--- src/rtl/ptp_pkg.sv ---
// Shared PTP timestamp definitions for the TX/RX capture paths.
package ptp_pkg;

    localparam logic [15:0] PTP_ETHERTYPE = 16'h88F7;
    localparam logic [15:0] VLAN_TPID     = 16'h8100;
    localparam logic [31:0] NS_PER_SEC    = 32'd1_000_000_000;

    typedef struct packed {
        logic [47:0] seconds;
        logic [31:0] ns;
    } ptp_ts_t;

    typedef enum logic [2:0] {
        CAP_IDLE,
        CAP_PARSE,
        CAP_VLAN,
        CAP_PUSH,
        CAP_SKIP
    } cap_state_t;

    // EtherType/messageType word: PTP EtherType with an event messageType (0..3).
    function automatic logic is_event(input logic [31:0] d);
        return (d[31:16] == PTP_ETHERTYPE) && (d[11:8] <= 4'd3);
    endfunction

endpackage

--- src/rtl/ptp_ts_add_ns.sv ---
// Adds a constant nanosecond offset to a {seconds, ns} timestamp, carrying into seconds.
module ptp_ts_add_ns import ptp_pkg::*; #(
    parameter int unsigned ADD_NS = 0
) (
    input  logic [79:0] ts_in,
    output logic [79:0] ts_out
);

    ptp_ts_t     t_in;
    ptp_ts_t     t_out;
    logic [32:0] ns_sum;

    assign t_in = ts_in;

    always_comb begin
        ns_sum = {1'b0, t_in.ns} + 33'(ADD_NS);
        t_out  = t_in;
        // Both operands are below 1e9, so at most one second of carry is possible.
        if (ns_sum >= {1'b0, NS_PER_SEC}) begin
            t_out.ns      = 32'(ns_sum - {1'b0, NS_PER_SEC});
            t_out.seconds = t_in.seconds + 48'd1;
        end else begin
            t_out.ns = ns_sum[31:0];
        end
    end

    assign ts_out = t_out;

endmodule

--- src/rtl/ptp_ts_capture.sv ---
// TX-path PTP event timestamp capture: snoops the MAC stream, classifies frames and
// feeds corrected start-of-packet timestamps to the timestamp FIFO write port.
module ptp_ts_capture import ptp_pkg::*; #(
    parameter int unsigned LAT_NS = 0,
    parameter int unsigned DROP_W = 16
) (
    input  logic              clk,
    input  logic              reset,
    input  logic              enable,
    input  logic [79:0]       tod_in,
    input  logic              st_valid,
    input  logic              st_sop,
    input  logic              st_eop,
    input  logic [31:0]       st_data,
    output logic [79:0]       ts_data,
    output logic              ts_wrreq,
    input  logic              ts_wrfull,
    output logic [DROP_W-1:0] drop_cnt
);

    cap_state_t  state, state_nxt;
    logic [2:0]  beat, beat_nxt;
    logic        eop_seen, eop_seen_nxt;
    logic [79:0] tod_corr;
    logic [79:0] cap_ts;
    logic [79:0] last_ts;
    logic        sop_any, sop_cap, eop_beat, ev_beat, is_push;

    ptp_ts_add_ns #(.ADD_NS(LAT_NS)) u_add (
        .ts_in  (tod_in),
        .ts_out (tod_corr)
    );

    assign sop_any  = st_valid & st_sop;
    assign sop_cap  = sop_any & enable;
    assign eop_beat = st_valid & st_eop;
    assign ev_beat  = is_event(st_data);
    assign is_push  = (state == CAP_PUSH);

    // Write request and data come straight from PUSH so a full flag raised in that
    // very cycle still suppresses the request; ts_data otherwise shows the last write.
    assign ts_wrreq = is_push & ~ts_wrfull;
    assign ts_data  = ts_wrreq ? cap_ts : last_ts;

    always_comb begin
        state_nxt    = state;
        beat_nxt     = beat;
        eop_seen_nxt = eop_seen;
        if (sop_cap) begin
            // A new SOP always restarts capture; a pending PUSH still fires this cycle.
            state_nxt    = st_eop ? CAP_IDLE : CAP_PARSE;
            beat_nxt     = 3'd1;
            eop_seen_nxt = 1'b0;
        end else if (sop_any) begin
            state_nxt = CAP_IDLE;
        end else begin
            case (state)
                CAP_IDLE: state_nxt = CAP_IDLE;
                CAP_PARSE: begin
                    if (st_valid) begin
                        if (beat == 3'd3) begin
                            eop_seen_nxt = st_eop;
                            beat_nxt     = 3'd4;
                            if (st_data[31:16] == VLAN_TPID)
                                state_nxt = st_eop ? CAP_IDLE : CAP_VLAN;
                            else if (ev_beat)
                                state_nxt = CAP_PUSH;
                            else
                                state_nxt = st_eop ? CAP_IDLE : CAP_SKIP;
                        end else if (st_eop) begin
                            state_nxt = CAP_IDLE;
                        end else begin
                            beat_nxt = beat + 3'd1;
                        end
                    end
                end
                CAP_VLAN: begin
                    if (st_valid) begin
                        eop_seen_nxt = st_eop;
                        if (ev_beat)
                            state_nxt = CAP_PUSH;
                        else
                            state_nxt = st_eop ? CAP_IDLE : CAP_SKIP;
                    end
                end
                CAP_PUSH: state_nxt = (eop_seen | eop_beat) ? CAP_IDLE : CAP_SKIP;
                CAP_SKIP: if (eop_beat) state_nxt = CAP_IDLE;
                default:  state_nxt = CAP_IDLE;
            endcase
        end
    end

    always_ff @(posedge clk) begin
        if (reset) begin
            state    <= CAP_IDLE;
            beat     <= '0;
            eop_seen <= 1'b0;
            cap_ts   <= '0;
            last_ts  <= '0;
            drop_cnt <= '0;
        end else begin
            state    <= state_nxt;
            beat     <= beat_nxt;
            eop_seen <= eop_seen_nxt;
            if (sop_cap)
                cap_ts <= tod_corr;
            if (ts_wrreq)
                last_ts <= cap_ts;
            if (is_push && ts_wrfull && (drop_cnt != '1))
                drop_cnt <= drop_cnt + 1'b1;
        end
    end

endmodule

--- config.mk ---
export PLATFORM = sky130hd
export DESIGN_NAME = ptp_ts_capture
export DESIGN_NICKNAME = d
export VERILOG_FILES = /design/src/rtl/ptp_pkg.sv /design/src/rtl/ptp_ts_add_ns.sv /design/src/rtl/ptp_ts_capture.sv
export SDC_FILE = /design/constraint.sdc
export NUM_CORES = 1
export LEC_CHECK = 0
export ABC_CLOCK_PERIOD_IN_PS = 4500
export BUFFER_PORTS_ARGS = -buffer_cell sky130_fd_sc_hd__buf_4
export CELL_PAD_IN_SITES_DETAIL_PLACEMENT = 2
export CELL_PAD_IN_SITES_GLOBAL_PLACEMENT = 2
export CORE_MARGIN = 3
export CORE_UTILIZATION = 32
export DETAILED_ROUTE_END_ITERATION = 6
export PLACE_DENSITY_LB_ADDON = 0.1
export SYNTH_ARGS = -nofsm -noshare
export SYNTH_HDL_FRONTEND = slang
export SYNTH_SLANG_ARGS = --single-unit
export TNS_END_PERCENT = 50
--- constraint.sdc ---
create_clock -name clk -period 4.5 [get_ports clk]
set_clock_uncertainty 0.15 [all_clocks]
set_input_delay 1.125 -clock clk [delete_from_list [all_inputs] [get_ports clk]]
set_output_delay 1.125 -clock clk [all_outputs]
set_load 0.01 [all_outputs]
* Word level (Yosys, flattened, before mapping)
Cells that the tools add are included.
Storage, ports and cells: flip-flop bits (word level) 183, input port bits 119, word-level logic and storage cells 76
Operators by class: add/sub/neg operators 4, magnitude comparators 2, equality and inequality tests 18, muxes and demuxes 27, bitwise gates (word level) 7, reduce and logical (&&, ||, !) cells 11
Operators by type and width (count):
- $mux 80 | 1
- $add 48x1->48 const B | 1
- $mux 48 | 1
- $mux 3 | 13
- $eq 16x16->1 const B | 2
- $ge 32x30->1 const B | 1
- $mux 32 | 1
- $sub 32x30->32 const B | 1
- $add 16x1->16 const B | 1
- $ne 16x16->1 const B | 1
- $ne 4x4->1 const B | 3
- $pmux 3 s4 | 1
- $reduce_and 4->1 | 3
- $eq 3x2->1 const B | 3
- $mux 1 | 8
- $ne 2x2->1 const B | 3
- $reduce_bool 2->1 | 3
- $ne 5x5->1 const B | 1
- $reduce_and 5->1 | 1
- $and 1x1->1 | 4
- $le 4x2->1 const B | 1
- $ne 2x1->1 const B | 2
- $add 3x1->3 const B | 1
- $eq 3x1->1 const B | 1
- other kinds (8) | 11

* Logic depth before layout (Yosys ltp)
Gate-level depths: netlist of the first run.
depth after elaboration 9, gate-level depth with buffers 9, mapped depth without buffers 8

* Hierarchy
From an unflattened synthesis of the first run, not the netlist that was laid out.
Second synthesis, totals: cells, all modules 1052, area, all modules 8978.6 µm²
Modules (own cells, without submodules):
- ptp_ts_capture | instances 1, cells each 779, area an instance 7243.2 µm², seq. area each 3663.5 µm²
- ptp_ts_add_ns | instances 1, cells each 273, area an instance 1735.4 µm², seq. area each 0.0 µm²

* Least setup slack after synthesis of the first run
OpenSTA, ideal clock, no wires.
path type input to output, start point input ts_wrfull, end point output ts_data[70], arrival 2.282 ns, data required time 3.225 ns, path slack 0.943 ns, stages 3, buffers on the path 1, cells stage by stage nor2_1 clkbuf_1 mux2_2
Between the ends: longest elaborated chain between the ends 3
Ends and longest elaborated chain:
- start, declared | RTL line ptp_ts_capture.sv:17 | input logic ts_wrfull,
- $not 1->1 | RTL line ptp_ts_capture.sv:42 | assign ts_wrreq = is_push & ~ts_wrfull;
- $and 1x1->1 | RTL line ptp_ts_capture.sv:42
- via ts_wrreq | RTL line ptp_ts_capture.sv:16 | output logic ts_wrreq,
- $mux 80
- end, declared | RTL line ptp_ts_capture.sv:15 | output logic [79:0] ts_data,
The timed path passes the listed nets, and every way through them passes these cells.

* Worst setup path after layout of the first run
start point input ts_wrfull, end point output ts_data[50]
Between the ends: longest elaborated chain between the ends 3
Ends and longest elaborated chain (RTL line):
- $not 1->1 | ptp_ts_capture.sv:42
- $and 1x1->1 | ptp_ts_capture.sv:42
- $mux 80
No other way between the ends.

==> results_dict.tcl, run 1 <==
set metrics [dict create \
    status "finished clean" \
    antenna_found_initial 1 \
    cts_buffers 17 \
    power.density_nw_per_um2 320 \
    first_iter_violations 253 \
    tightestPinTransition_ns 0.907 \
    grt_pass1_vias 8302 \
    die_y_um 170 \
    setup_tns_ns 0 \
    dr.pass1.iters 4 \
    fp-row-count 59 \
    cp_max_fo 35 \
    clk_pin_slew_ns 0.07 \
    cts_htree_levels 4 \
    setup_viol 0 \
    crit_path_end_kind "output pin" \
    critical_path_buf_inv_count 3 \
    period_share_pct 83.3 \
    vias 7682 \
    dieArea_um2 29000 \
    routedWlPerCell_um 18.1 \
    ant_nets 0 \
    via_per_inst 5.22 \
    critPathMostFrequentCell "buf_4" \
    clock-sinks 183 \
    synth_seq_cells 183 \
    maxCapViolations 0 \
    syn_inst 952 \
    io_pins 216 \
    holdBufCountCts 0 \
    seq_area_frac_synth_pct 42.4 \
    core_um2 26300 \
    place_area_um2 10500 \
    grt_pass1_wl_um 43900 \
    rsz0062_at_grt "no" \
    timing.fmax_mhz 267 \
    synth_edf_count 0 \
    post_cts_buffers 0 \
    grt_use_total_pct 18.6 \
    syn-num-nets 1076 \
    grt_remaining_overflow 0 \
    hpwl_um 18700 \
    design_area_um2 11100 \
    path_class "in -> out" \
    clock_latency_ns 0.43 \
    cellLeakagePower_nw 4.29 \
    cts_tree "yes" \
    synth_async_sr_flop_share_pct 0 \
    path_cells "buf_4 -> nor2_4 -> buf_4 -> mux2_2 -> buf_4" \
    clock_tree.root_cell "clkbuf_16" \
    crit_required_ns 3.22 \
    final_layout_size_suffix_gt1_share_pct 29.9 \
    finalMaxSlewViolations 0 \
    place_congestion 0.760 \
    layout_commonest_cell "buf_4" \
    hold_path_class "reg -> reg" \
    post_cts_resized 0 \
    slowest_delay_ns 0.48 \
    area_growth_pct 28.7 \
    antenna_cells 0 \
    drcViolationCount 0 \
    startpoint_type "input port" \
    fin_util_pct 42.3 \
    final_hold_viol_count 0 \
    ys_warn_count 0 \
    grt_max_degree 109 \
    portBuffers 201 \
    fin_crit_ns 3.75 \
    die_w_um 170 \
    slew_headroom_pct 38.0 \
    finalWirelength_um 26600 \
    critical_path_arrival_ns 2.47 \
    final_cell_mix "213 x buf_4, 183 x dfxtp_1, 108 x nor2_1" \
    max-vdd-ir-drop_uv 201 \
    ys_types 55 \
    crit_family "buffers and inverters" \
    final_nets 1250 \
    slowest_stage "buf_4" \
    syn_area_per_cell_um2 9.07 \
    clockBufferDepth 2 \
    finalHoldWorstSlack_ns 0.307 \
    synth-main-ff-cell "dfxtp_1" \
    syn_area_um2 8640 \
    initial_core_util_pct 32.9 \
]
-- worst min-delay path: stages, from the launching register on --
cell	delay, ns
dfxtp_1	0.31
nand2_1	0.05
a21oi_1	0.05
-- layout make-up --
class                           count  area [um2]
Fill cell                        2896       15200
Multi-Input combinational cell    692        4710
Sequential cell                   183        3660
Timing Repair Buffer              217        1670
Clock buffer                       18         429
Tap cell                          335         419
Clock inverter                     12         168
Inverter                           15        56.3
-- routing by layer --
layer / up-vias / routed length (um) / GRT usage, %
met5: - / 13 / 0
met2: 124 / 13400 / 33.5
met1: 3783 / 11700 / 22.6
met4: 2 / 212 / 3.70
met3: 16 / 1290 / 4.62
li1: 3757 / - / -
-- path summary, 6_finish.rpt --
kind         slack (ns)  depth (start not counted)                   endpoint                     start
max                0.75                          5                ts_data[50]                 ts_wrfull
min                0.31                          2     cap_ts[3]$_SDFFE_PP0P_    cap_ts[3]$_SDFFE_PP0P_
max reg2reg        2.20                          7  drop_cnt[11]$_SDFFE_PP0P_  drop_cnt[0]$_SDFFE_PP0P_
min reg2reg        0.31                          2     cap_ts[3]$_SDFFE_PP0P_    cap_ts[3]$_SDFFE_PP0P_
-- power by group --
| part | total [mW] | internal [mW] | switching, mW |
|---|---|---|---|
| clock | 1.57 | 0.881 | 0.685 |
| combinational | 0.322 | 0.141 | 0.181 |
| sequential | 1.67 | 1.65 | 0.0185 |
| total | 3.56 | 2.68 | 0.885 |
-- cell usage after synthesis, drive strengths merged, types with 8 or more instances --
cell / n / area, um2
inv: 15 / 56.3
nor2b: 81 / 507
nor4b: 8 / 70.1
nor4: 19 / 119
o21ai: 20 / 100
nand4: 15 / 93.8
or4: 8 / 60.1
nand2: 54 / 203
a21oi: 22 / 110
mux2: 80 / 901
xnor2: 48 / 420
nor2: 109 / 409
a311oi: 17 / 149
dfxtp: 183 / 3660
a211oi: 58 / 435
xor2: 13 / 114
nor3: 23 / 120
or3: 12 / 80.1
clkbuf: 60 / 225
and4: 9 / 78.8
nand3: 28 / 145
-- stage by stage --
stage	total power [mW]	worst slack (ns)	instances
after floorplan	1.87	0.943	952
after global placement	2.03	0.454	1442
after detailed placement	2.04	0.386	1442
after CTS	3.63	0.733	1472
after global routing	3.74	0.668	1472
final	3.56	0.752	1472
-- kinds of logic after synthesis --
| logic type | after synthesis | synth area share [%] |
|---|---|---|
| flops | 183 | 42.4 |
| simple gates | 388 | 23.7 |
| fa+ha+maj | 5 | 0.724 |
| mux | 83 | 10.8 |
| xor+xnor | 61 | 6.19 |
| buf+inv | 77 | 3.38 |
| compound gates | 155 | 12.8 |
-- registers in the layout (all words and copies together), names as in the netlist --
| signal | count |
|---|---|
| drop_cnt | 16 |
| state | 3 |
| beat | 3 |
| cap_ts | 80 |
| last_ts | 80 |
| eop_seen | 1 |
Power figures use the tool's default switching activity.
==> run 2: changes to the inputs <==
--- a/config.mk
+++ b/config.mk
@@ -5,12 +5,12 @@
 export SDC_FILE = /design/constraint.sdc
 export NUM_CORES = 1
 export LEC_CHECK = 0
-export ABC_CLOCK_PERIOD_IN_PS = 4500
+export ABC_CLOCK_PERIOD_IN_PS = 3000
 export BUFFER_PORTS_ARGS = -buffer_cell sky130_fd_sc_hd__buf_4
 export CELL_PAD_IN_SITES_DETAIL_PLACEMENT = 2
 export CELL_PAD_IN_SITES_GLOBAL_PLACEMENT = 2
 export CORE_MARGIN = 3
-export CORE_UTILIZATION = 32
+export CORE_UTILIZATION = 29
 export DETAILED_ROUTE_END_ITERATION = 6
 export PLACE_DENSITY_LB_ADDON = 0.1
 export SYNTH_ARGS = -nofsm -noshare
==> constraint.sdc (replaced) <==
create_clock -name clk -period 3 [get_ports clk]
set_clock_uncertainty 0.15 [all_clocks]
set_input_delay 0.75 -clock clk [delete_from_list [all_inputs] [get_ports clk]]
set_output_delay 0.75 -clock clk [all_outputs]
set_load 0.01 [all_outputs]
==> results_dict.tcl, run 2 (same netlist as run 1, synthesis figures left out) <==
set metrics [dict create \
    cts_tree "yes" \
    fin_util_pct 41.0 \
    place_congestion 0.779 \
    final_layout_size_suffix_gt1_share_pct 34.6 \
    dp_slack_ns -0.481 \
    final_nets 1319 \
    max-vdd-ir-drop_uv 375 \
    rsz0062_at_grt "yes" \
    instances_no_fill 1592 \
    fin_crit_ns 2.98 \
    ant_nets 0 \
    clk_pin_slew_ns 0.06 \
    clock-sinks 183 \
    crit_required_ns 3.19 \
    crit_path_end_kind "register" \
    hpwl_um 20200 \
    grt_use_total_pct 18.0 \
    period_share_pct 99.5 \
    startpoint_type "input port" \
    fp-row-count 62 \
    cp_max_fo 14 \
    setup_viol 0 \
    final_cell_mix "272 x buf_4, 180 x dfxtp_1, 108 x nor2_1" \
    setup_slack_ns 0.0163 \
    power.density_nw_per_um2 460 \
    vias 7963 \
    slew_headroom_pct 50.7 \
    io_pins 216 \
    tightestPinTransition_ns 0.739 \
    first_iter_violations 209 \
    placed_cells 1552 \
    clock_latency_ns 0.43 \
    dieArea_um2 31900 \
    portBuffers 201 \
    maxCapViolations 0 \
    top_regs "cap_ts x80, last_ts x80, drop_cnt x16" \
    area_growth_pct 37.7 \
    core_um2 29000 \
    finalWirelength_um 28900 \
    nFillCells 3222 \
    via_per_inst 5.00 \
    routedWlPerCell_um 18.2 \
    cellLeakagePower_nw 4.69 \
    place_area_um2 11100 \
    grt_max_degree 90 \
    finalHoldWorstSlack_ns 0.309 \
    clock_tree.root_cell "clkbuf_16" \
    total_power_mw 5.46 \
    clockBufferDepth 2 \
    critical_path_arrival_ns 3.17 \
    antenna_found_initial 0 \
    final_hold_viol_count 0 \
    antenna_cells 0 \
    path_class "in -> reg" \
    initial_core_util_pct 29.8 \
    grt_pass1_vias 8645 \
    dr.pass1.iters 5 \
    grt_remaining_overflow 0 \
    cts_buffers 17 \
    drcViolationCount 0 \
    layout_commonest_cell "buf_4" \
    setup_tns_ns 0 \
    grt_pass1_wl_um 45900 \
    finalMaxSlewViolations 0 \
    hold_path_class "reg -> reg" \
    status "finished clean" \
    die_y_um 179 \
    cts_htree_levels 4 \
    design_area_um2 11900 \
    die_w_um 179 \
    timing.fmax_mhz 335 \
]
==> run 2: cell count changes in the layout (fill, tap and decap cells not counted), moves of 4 or more <==
cell	before	now
mux2_2	80	73
buf_4	213	272
buf_6	1	5
mux2_4	0	7
==> run 2: layer usage <==
layer / routed length, um / up-vias / track usage [%]
li1: - / 3895 / -
met1: 12800 / 3914 / 22.2
met2: 14400 / 136 / 32.1
met3: 1330 / 18 / 4.26
met4: 304 / 0 / 3.64
met5: 0 / - / 0
==> run 2: timing repair <==
action	4_1_cts	5_1_grt
hold buffers	0	0
gates cloned	1	3
setup buffers	3	1
hold endpoints to repair	0	0
setup endpoints to repair	83	68
pin swaps	2	4
gates resized for setup	5	14
==> run 2: cell type report <==
type,instances,area (um2),area share (%)
clock inverter,11,146,1.23
inverter,15,56.3,0.474
tap,384,480,4.04
timing repair buffer,286,2300,19.3
sequential,183,3670,30.9
clock buffer,21,470,3.96
multi-input combinational,692,4770,40.1
==> run 2: final timing paths <==
path / startpoint / end / slack, ns / cells past startpoint
hold reg to reg: cap_ts[3]$_SDFFE_PP0P_ / cap_ts[3]$_SDFFE_PP0P_ / 0.31 / 2
setup / recovery: tod_in[23] / cap_ts[79]$_SDFFE_PP0P_ / 0.02 / 8
setup reg to reg: drop_cnt[6]$_SDFFE_PP0P_ / drop_cnt[9]$_SDFFE_PP0P_ / 0.83 / 7
hold / removal: cap_ts[3]$_SDFFE_PP0P_ / cap_ts[3]$_SDFFE_PP0P_ / 0.31 / 2
==> run 2: where the power goes <==
part           internal, mW  switching (mW)  leakage (nW)
Clock                  1.38            1.02         0.299
Combinational         0.259           0.293          2.90
Sequential             2.48          0.0277          1.49
Total                  4.12            1.34          4.69
==> run 2: worst max-delay path, cell delays in order <==
cell and delay (ns):
buf_4 0.09, a31oi_1 0.12, or3_4 0.41, o311a_4 0.34, or4_1 0.50, buf_6 0.18
or4_1 0.52, a311oi_2 0.26
==> run 3: changes to the inputs <==
--- a/config.mk
+++ b/config.mk
@@ -9,9 +9,11 @@
 export BUFFER_PORTS_ARGS = -buffer_cell sky130_fd_sc_hd__buf_4
 export CELL_PAD_IN_SITES_DETAIL_PLACEMENT = 2
 export CELL_PAD_IN_SITES_GLOBAL_PLACEMENT = 2
+export CORE_ASPECT_RATIO = 0.7
 export CORE_MARGIN = 3
 export CORE_UTILIZATION = 29
 export DETAILED_ROUTE_END_ITERATION = 6
+export GPL_TIMING_DRIVEN = 0
 export PLACE_DENSITY_LB_ADDON = 0.1
 export SYNTH_ARGS = -nofsm -noshare
 export SYNTH_HDL_FRONTEND = slang
==> results_dict.tcl, run 3 (same netlist as run 1, synthesis figures left out) <==
set metrics [dict create \
    grt_use_total_pct 21.0 \
    finalHoldWorstSlack_ns 0.316 \
    critical_path_arrival_ns 3.20 \
    final_layout_size_suffix_gt1_share_pct 30.4 \
    place_congestion 0.745 \
    fin_crit_ns 2.99 \
    status "finished clean" \
    tightestPinTransition_ns 0.901 \
    ff2ff_setup_slack_ns 0.38 \
    layout_commonest_cell "buf_4" \
    whs_path_depth 2 \
    grt_pass1_wl_um 51100 \
    cts_tree "yes" \
    routedWlPerCell_um 21.3 \
    ant_nets 0 \
    dr.pass1.iters 4 \
    finalMaxSlewViolations 0 \
    instances_no_fill 1565 \
    rsz0062_at_grt "yes" \
    dr_wl_met3_um 1310 \
    final_cell_mix "197 x buf_4, 181 x dfxtp_1, 108 x nor2_1" \
    top_regs "cap_ts x80, last_ts x80, drop_cnt x16" \
    area_growth_pct 36.1 \
    top_layer "met4" \
    p_sw_share_pct 25.5 \
    clock_latency_ns 0.44 \
    setup_slack_ns 0.00687 \
    cellLeakagePower_nw 4.48 \
    total_power_mw 5.51 \
    share_comb_of_total_power_pct 9.9 \
    startpoint "tod_in[23]" \
    power.switching_mw 1.41 \
    antenna_found_initial 0 \
    io_pins 216 \
    grt_pass1_vias 8700 \
    wl_met2_um 14900 \
    crit_path_end_kind "register" \
    max-vdd-ir-drop_uv 331 \
    min_to "cap_ts[1]$_SDFFE_PP0P_" \
    cp_max_fo 8 \
    cts_buffers 17 \
    initial_core_util_pct 29.7 \
    setup_viol 0 \
    drcViolationCount 0 \
    first_iter_violations 359 \
    cts_htree_levels 4 \
    vias 8078 \
    fp-row-count 52 \
    via_per_inst 5.16 \
    final_hold_viol_count 0 \
    final_nets 1298 \
    clock_tree.root_cell "clkbuf_16" \
    period_share_pct 99.8 \
    clkPwrFrac_pct 44.4 \
    die_w_um 212 \
    path_class "in -> reg" \
    timing.rr.end "drop_cnt[15]$_SDFFE_PP0P_" \
    placed_cells 1529 \
    clockBufferDepth 2 \
    clk_pin_slew_ns 0.07 \
    grt_remaining_overflow 0 \
    intPower_mw 4.10 \
    power.density_nw_per_um2 469 \
    core_um2 29100 \
    reg2regPathDepth 6 \
    setup_tns_ns 0 \
    slew_headroom_pct 39.3 \
    reg2reg_from "drop_cnt[6]$_SDFFE_PP0P_" \
    clock-sinks 183 \
    portBuffers 199 \
    hpwl_um 24600 \
    wl_met1_um 16900 \
    grt_max_degree 17 \
    hold_path_class "reg -> reg" \
    crit_required_ns 3.20 \
    die_y_um 150 \
    dieArea_um2 31900 \
    dp_slack_ns -1.14 \
    seqPwrFrac_pct 45.7 \
    maxCapViolations 0 \
    finalWirelength_um 33400 \
    startpoint_type "input port" \
    nFillCells 3169 \
    timing.fmax_mhz 334 \
    hold_start "cap_ts[1]$_SDFFE_PP0P_" \
]
run 3: changes by cell type in the layout (fill, tap and decap cells not counted), sizes merged:
cell	before	now
clkinv	5	4
clkbuf	23	76
diode	0	1
bufinv	3	4
buf	284	207
inv	16	20
clkinvlp	2	0
run 3: area by class of cell:
cell class,instances,area [um2],area share (%)
antenna,1,2.50,0.0213
buffer,62,415,3.53
clock buffer,18,429,3.65
clock inverter,13,191,1.63
inverter,15,56.3,0.479
multi-input combinational,692,4950,42.2
sequential,183,3670,31.2
tap,378,473,4.02
timing repair buffer,203,1560,13.3
run 3: power by group through the flow:
stage	Sequential [mW]	Combinational [mW]	Clock [mW]
2_1_floorplan	2.56	0.252	0
3_3_place_gp	2.57	0.514	0
3_5_place_dp	2.57	0.524	0
4_1_cts	2.52	0.538	2.51
5_1_grt	2.52	0.604	2.62
6_report	2.52	0.545	2.45
run 3: critical path: stages:
cell and delay [ns]:
buf_8 0.10, a31oi_2 0.10, or3_4 0.41, o311a_4 0.40, or4_4 0.49, buf_6 0.16, or4_4 0.51, a311oi_2 0.28
run 3: worst max-delay path by stage:
stage | end | cells past startpoint
3_5_place_dp | cap_ts[26]$_SDFFE_PP0P_ | 8
2_1_floorplan | cap_ts[79]$_SDFFE_PP0P_ | 7
3_3_place_gp | ts_data[33] | 5
5_1_grt | ts_data[30] | 6
4_1_cts | ts_data[35] | 6
6_report | cap_ts[79]$_SDFFE_PP0P_ | 8
run 3: per-stage QoR:
step,utilization (%),cell area (um2)
after floorplan,-,8650
after global placement,36.5,10600
after detailed placement,36.5,10600
after CTS,39.6,11500
after global routing,40.4,11700
final,40.4,11800
run 3: routing by layer:
layer | up-vias | global-route usage, %
met3 | 26 | 3.77
met2 | 155 | 32.7
li1 | 3861 | -
met4 | 0 | 3.99
met5 | - | 0
met1 | 4036 | 30.5
run 3: repair_timing:
item,4_1_cts,5_1_grt
hold buffers,0,0
endpoints found under the hold margin,0,0
resized for setup,52,62
setup endpoints to repair,223,100
buffers inserted,3,1
pin swaps,4,4
